`src/rtl/pipe_ctrl.sv`:
```
// rtl/pipe_ctrl.sv - pipeline stall/flush control with stall watchdog
//
// Purpose: turns per-stage stall requests and a redirect request into the
// stall bus, a registered one-cycle flush pulse with its redirect PC, and a
// sticky watchdog flag for stalls that last too long.
// Optional feature macro: PIPE_CTRL_PERF_EN (adds performance counters).
//
// Ports:
//   clk               clock, all state changes on the rising edge
//   rst               synchronous active-low reset
//   stallreq          per-stage stall requests (bit 0 = PC register)
//   flush_req         redirect request, one cycle
//   flush_pc          redirect target, valid with flush_req
//   timeout_clr       clears stall_timeout
//   stall             stall bus, bit k holds pipeline register k
//   stall_en          OR of stall
//   flush             one-cycle flush pulse
//   new_pc            redirect PC while flush=1, else 0
//   stall_timeout     sticky watchdog flag
//   perf_stall_cycles cycles with stall_en=1 (PIPE_CTRL_PERF_EN only)
//   perf_flush_count  number of flush pulses (PIPE_CTRL_PERF_EN only)

module pipe_ctrl #(
   parameter int STAGES  = 6,
   parameter int TIMEOUT = 1024,
   parameter int PC_W    = 32
) (
   input  logic              clk,
   input  logic              rst,
   input  logic [STAGES-1:0] stallreq,
   input  logic              flush_req,
   input  logic [PC_W-1:0]   flush_pc,
   input  logic              timeout_clr,
   output logic [STAGES-1:0] stall,
   output logic              stall_en,
   output logic              flush,
   output logic [PC_W-1:0]   new_pc,
   output logic              stall_timeout
`ifdef PIPE_CTRL_PERF_EN
   ,
   output logic [31:0]       perf_stall_cycles,
   output logic [31:0]       perf_flush_count
`endif
);

   typedef enum logic [1:0] {
      RUN   = 2'd0,
      STALL = 2'd1,
      FLUSH = 2'd2
   } state_t;

   localparam logic [15:0] WD_MAX = 16'(TIMEOUT);
   localparam logic [15:0] WD_SET = 16'(TIMEOUT - 1);

   state_t            state;
   state_t            state_nxt;
   logic [STAGES-1:0] stall_map;
   logic [PC_W-1:0]   pc_q;
   logic [15:0]       wd_cnt;

   // A stalled stage must also hold every register upstream of it, so the
   // stall bus is a thermometer up to the highest requesting stage.
   always_comb begin
      stall_map = '0;
      for (int k = 0; k < STAGES; k++) begin
         stall_map[k] = |(stallreq >> k);
      end
   end

   always_ff @(posedge clk) begin
      if (!rst) begin
         state <= RUN;
      end else begin
         state <= state_nxt;
      end
   end

   always_comb begin
      state_nxt = state;
      flush     = 1'b0;
      new_pc    = '0;
      case (state)
         RUN: begin
            if (flush_req) begin
               state_nxt = FLUSH;
            end else if (|stallreq) begin
               state_nxt = STALL;
            end
         end
         STALL: begin
            if (flush_req) begin
               state_nxt = FLUSH;
            end else if (!(|stallreq)) begin
               state_nxt = RUN;
            end
         end
         FLUSH: begin
            flush  = 1'b1;
            new_pc = pc_q;
            if (flush_req) begin
               state_nxt = FLUSH;
            end else if (|stallreq) begin
               state_nxt = STALL;
            end else begin
               state_nxt = RUN;
            end
         end
         default: begin
            state_nxt = RUN;
         end
      endcase
   end

   // The redirect must not be held back, so stall drops during FLUSH.
   assign stall    = (rst && (state != FLUSH)) ? stall_map : '0;
   assign stall_en = |stall;

   always_ff @(posedge clk) begin
      if (!rst) begin
         pc_q <= '0;
      end else if (flush_req) begin
         pc_q <= flush_pc;
      end
   end

   // Watchdog: counts consecutive stalled cycles; the flag sets on the edge
   // that completes the TIMEOUT-th such cycle.
   always_ff @(posedge clk) begin
      if (!rst) begin
         wd_cnt        <= '0;
         stall_timeout <= 1'b0;
      end else begin
         if (!stall_en || (state == FLUSH)) begin
            wd_cnt <= '0;
         end else if (wd_cnt != WD_MAX) begin
            wd_cnt <= wd_cnt + 16'd1;
         end

         if (timeout_clr) begin
            stall_timeout <= 1'b0;
         end else if (stall_en && (state != FLUSH) && (wd_cnt == WD_SET)) begin
            stall_timeout <= 1'b1;
         end
      end
   end

`ifdef PIPE_CTRL_PERF_EN
   always_ff @(posedge clk) begin
      if (!rst) begin
         perf_stall_cycles <= '0;
         perf_flush_count  <= '0;
      end else begin
         if (stall_en) begin
            perf_stall_cycles <= perf_stall_cycles + 32'd1;
         end
         if (flush) begin
            perf_flush_count <= perf_flush_count + 32'd1;
         end
      end
   end
`endif

endmodule
```
`config.mk`:
```
export PLATFORM = sky130hd
export DESIGN_NAME = pipe_ctrl
export DESIGN_NICKNAME = d
export VERILOG_FILES = /design/src/rtl/pipe_ctrl.sv
export SDC_FILE = /design/constraint.sdc
export NUM_CORES = 1
export LEC_CHECK = 0
export ABC_AREA = 0
export BUFFER_PORTS_ARGS = -buffer_cell sky130_fd_sc_hd__buf_4
export CAP_MARGIN = 10
export CORE_AREA = 3 3 90 92
export CTS_BUF_LIST = sky130_fd_sc_hd__clkbuf_4
export CTS_CLUSTER_SIZE = 24
export DETAILED_ROUTE_END_ITERATION = 12
export DIE_AREA = 0 0 93 95
export SETUP_SLACK_MARGIN = 0.4
export SLEW_MARGIN = 10
export SYNTH_ARGS = -nofsm -noshare
export SYNTH_HDL_FRONTEND = slang
export SYNTH_SLANG_ARGS = --single-unit
```
`constraint.sdc`:
```
create_clock -name clk -period 2.4 [get_ports clk]
set_clock_uncertainty 0.15 [all_clocks]
set_input_delay 0.12 -clock clk [delete_from_list [all_inputs] [get_ports clk]]
set_output_delay 0.12 -clock clk [all_outputs]
set_load 0.02 [all_outputs]
```
-- Word level (Yosys, flattened, before mapping)
Index checks and enable logic that the tools add are counted.
- flip-flop bits (word level): 51
- latch bits: 0
- RAM bits: 0
- ROM bits: 0
- bits of input ports: 42
- output and inout port bits: 41
- memories kept: 0
- add/sub/neg operators: 1
- multipliers: 0
- div/mod/pow operators: 0
- order comparisons: 0
- equality and inequality tests: 7
- shift operators: 0
- multiplexer cells: 10
- bitwise gates (word level): 1
- reductions and logical operators: 15
- operators by type and width (kind ; count):
    32-bit 2-to-1 mux ; 1
    16-bit by 1-bit adder with 16-bit output (second input constant) ; 1
    16-bit by 10-bit == test with 1-bit output (second input constant) ; 1
    16-bit by 11-bit != test with 1-bit output (second input constant) ; 1
    6-bit OR reduction ; 2
    2-bit 2-to-1 mux ; 5
    6-bit 2-to-1 mux ; 1
    3-bit != test (second input constant) ; 2
    2-bit case mux with 3 select lines ; 1
    2-bit OR reduction ; 3
    5-bit OR reduction ; 1
    4-bit OR reduction ; 1
    1-bit logical AND ; 3
    3-bit OR reduction ; 1
    2-bit by 1-bit == test with 1-bit output (second input constant) ; 1
    2-bit == test (second input constant) ; 1
    2-bit zero test ; 1
    1-bit 2-to-1 mux ; 2
    2-bit != test (second input constant) ; 1
    2-bit AND reduction ; 1
    1-bit zero test ; 1
    1-bit logical OR ; 1
    1-bit inverter ; 1

-- Longest topological paths before layout
- depth after elaboration: 7
- gate-level depth with buffers: 5
- depth with buffers taken out: 5

-- Worst setup path before layout
Ideal clock, no wire load.
- path kind: register to register
- start point: register wd_cnt[1]
- end point: register wd_cnt[12]
- arrival time: 1.412 ns
- data required time: 2.180 ns
- path slack: 0.768 ns
- stages on the path, launching flop included: 5
- period minus slack after synthesis: 1.632 ns
- cell sequence: dfxtp_1 > ha_1 > nand4_2 > or4_1 > a21oi_1
- word-level cells in the longest chain between the ends: 1
- elaborated cells on any way between the ends: 2
- ends and longest elaborated chain (element ; RTL line ; text):
    start: declaration ; 59 ; logic [15:0] wd_cnt;
    start signal: assignment ; 136 ; wd_cnt <= wd_cnt + 16'd1;
    16-bit by 1-bit adder with 16-bit output / 16-bit by 11-bit != test with 1-bit output (equally long branches) ; 136, 135 ;
Parallel ways exist; a longest one is shown, timed or not.
A chain may end at the register's enable or synchronous reset.

-- Final worst setup path
Ends and elaborated chain as after synthesis.

==> summary.md <==
| Metric | Value |
|---|---|
| Worst slack at placement | around 610 ps |
| Die width | around 93 µm |
| DIE AREA | ~0.0088 mm² |
| Worst slew margin | 62.4% |
| Final WS setup | roughly 550 ps |
| Part of the cycle the worst path needs | just under 80% |
| Setup TNS | 0 ps |
| DRT Wirelength | between 6000 and 7000 µm |
| Syn Std Cell Area | 0.00258 mm² |
| GR Overflow Total | 0 |
| Status | finished clean |
| Mapped Cells | 282 |
| Share of the synthesized area in the top cell type | between 30 and 40% |
| Clock tree buffer depth | 2 |
| Core area | about 0.0073 mm² |
| Worst-margin pin slew | 564 ps |
| Worst-Skew Late Latency | approximately 370 ps |
| Largest net degree at the start of global routing | 57 |
| Initial antenna violation count | 0 |
| Ports | 83 |
| Leak pwr | about 1.6 nW |
| Avg Cell Area, Syn | between 9 and 10 µm² |
| Netlist cell types | 35 |
| YS warnings | 0 |
| Synth Register Bits | 51 |
| Worst path bufs/invs | 0 |
| Total GRT Usage | ~14% |
| Worst hold path class | in -> reg |
| Post-DP HPWL | approximately 3900 µm |
| Ant. Diodes | 0 |
| Seq/Total Area, Yosys | 39.5% |
| Via count | roughly 2.3k |
| DRC | 0 |
| DP Area | roughly 0.0032 mm² |
| Non-filler cells, final | slightly below 500 |
| # setup viols final | 0 |
| First-pass GRT wire length | around 10,000 µm |
| Synth area leader | dfxtp_1 |
| Layout Nets | 430 |
| IO buf count | between 80 and 90 |
| Via/cell ratio | ~4.7 |
| CP peak stage delay | roughly 530 ps |
| Fin. Hold Viols | 0 |
| Syn_nets | 326 |
| Fmax | 542 MHz |
| Crit path max-delay family | simple AND/OR/NAND/NOR gates |
| Pwr Density | around 440 mW/mm² |
| Worst vdd ir | about 180 µV |
| Fin area | roughly 0.0037 mm² |
| DRT antenna net count | 0 |
| Most frequent cells in the layout | buf_4, dfxtp_1, mux2i_1, nor2b_1, dlygate4sd3_1 |
| Area growth, synth to finish | 41.9% |
| Ratio of cells with drive above 1 in the final layout | 26.1% |
| Drt pass-1 iters | 5 |
| Initial Utilization | 35.4% |
| Placed cells | approximately 440 |
| Worst-path clk slew | 140 ps |
| RSZ-0062 raised after global routing | no |
| First-iteration detailed-routing DRC count | 56 |
| H-Tree Level Count | 2 |
| TritonCTS Buffers | 5 |
| CP arrival | 2000 ps |
| CTS tree | yes |
| GP Congestion | 0.799 |
| Rows | 31 |
| Die H | ~95 µm |
| Vias in the first global route | 2,137 |
| Critical setup path kind | reg -> reg |
| WP data required | about 2600 ps |
| Final Max Slew Viols | 0 |
| Most common cell after layout, fill and taps aside | buf_4 |
| WL/cell | between 10 and 15 µm |
| CP startpoint kind | register |
| Critical Path, Cell by Cell | ha_1, nand4_2, or4_1, a21oi_1 |
| Worst-path maximum fanout | 10 |
| Critical Path Slowest Stage Cell | or4_1 |
| Fin crit period | approximately 1800 ps |
| Max cap viols | 0 |
| Crit end category | register |
| Top post-synthesis cells by area | dfxtp_1, mux2i_1, nor2b_1, and2_1, o2111ai_1 |
| Root Driver | clkbuf_4 |
| # clock sinks | between 50 and 60 |
==> per-layer routing <==
layer	track usage, %	wire (µm)	vias up
met5	0	0	-
met4	3.30	48	0
met3	3.67	425	5
met2	24.5	2830	72
met1	18.2	3020	1027
li1	-	-	1188
==> final cells by class <==
class                      instances  area [µm²]
multi-input combinational        195        1410
sequential                        51        1020
timing repair buffer             119         992
timing repair inverter             1        7.51
clock buffer                       6        45.0
tap                               99         124
inverter                          13        52.6
fill                             707        3620
clock inverter                     2        12.5
==> kinds of logic after synthesis <==
group	share of synthesized area, %
AND/OR/NAND/NOR	28.6
multiplexers	15.1
XOR/XNOR	0.678
flip-flops	39.5
adder cells (fa/ha/maj)	0.968
AO/OA/AOI/OAI	9.24
buffers and inverters	5.91
==> cells in the mapped netlist, drive strengths merged <==
library cell and count:
dfxtp 51, mux2i 39, nor2b 34, and2 32, o2111ai 16, clkbuf 13, inv 13, buf 10
nor2 8, nand3 7, a21oi 6, nand2 6, nand4 6, nor4 5, o21ai 5, nor3 4
or3 4, and3 3, o31ai 3, or4 3, ha 2, nand3b 2, xor2 2, and4 1
nand2b 1, nand4bb 1, nor3b 1, nor4b 1, nor4bb 1, o211ai 1, or2 1
==> final timing paths <==
check	startpoint	slack, ps	to	cells past startpoint
setup / recovery	wd_cnt[1]$_SDFFE_PP0P_	550	wd_cnt[12]$_SDFFE_PP0P_	4
hold / removal	rst	70	state[0]$_SDFFE_PN0P_	3
setup reg to reg	wd_cnt[1]$_SDFFE_PP0P_	550	wd_cnt[12]$_SDFFE_PP0P_	4
hold reg to reg	stall_timeout$_SDFFE_PP0P_	370	stall_timeout$_SDFFE_PP0P_	2
==> flip-flops by register name (all words and copies together) (netlist names) <==
register       count
wd_cnt            16
stall_timeout      1
state              2
pc_q              32
==> worst register-to-register path: stages, from the launching register on <==
cell     delay [ps]
dfxtp_1         470
ha_1            260
nand4_2         240
or4_1           530
a21oi_1         140
==> power by group <==
group          internal [mW]  leakage (nW)  switching (mW)
clock                  0.125        0.0317           0.270
combinational          0.174          1.10           0.141
sequential             0.884         0.418          0.0203
total                   1.18          1.55           0.431
==> per-stage QoR <==
stage | utilization (%) | hold slack (ps) | total power [mW]
finish | 50.3 | 68.3 | 1.61
global route | 50.3 | 102 | 1.70
CTS | 50.0 | 59.6 | 1.64
detailed placement | 44.3 | 235 | 1.18
global placement | 44.3 | 229 | 1.18
floorplan | - | 139 | 1.08
==> what timing repair did <==
| item | CTS | global route |
|---|---|---|
| endpoints found under the hold margin | 33 | 0 |
| setup endpoints to repair | 33 | 29 |
| gates cloned | 1 | 0 |
| resized for setup | 2 | 2 |
| hold buffers | 33 | 0 |
| buffers inserted | 1 | 2 |
Power figures use the tool's default switching activity.
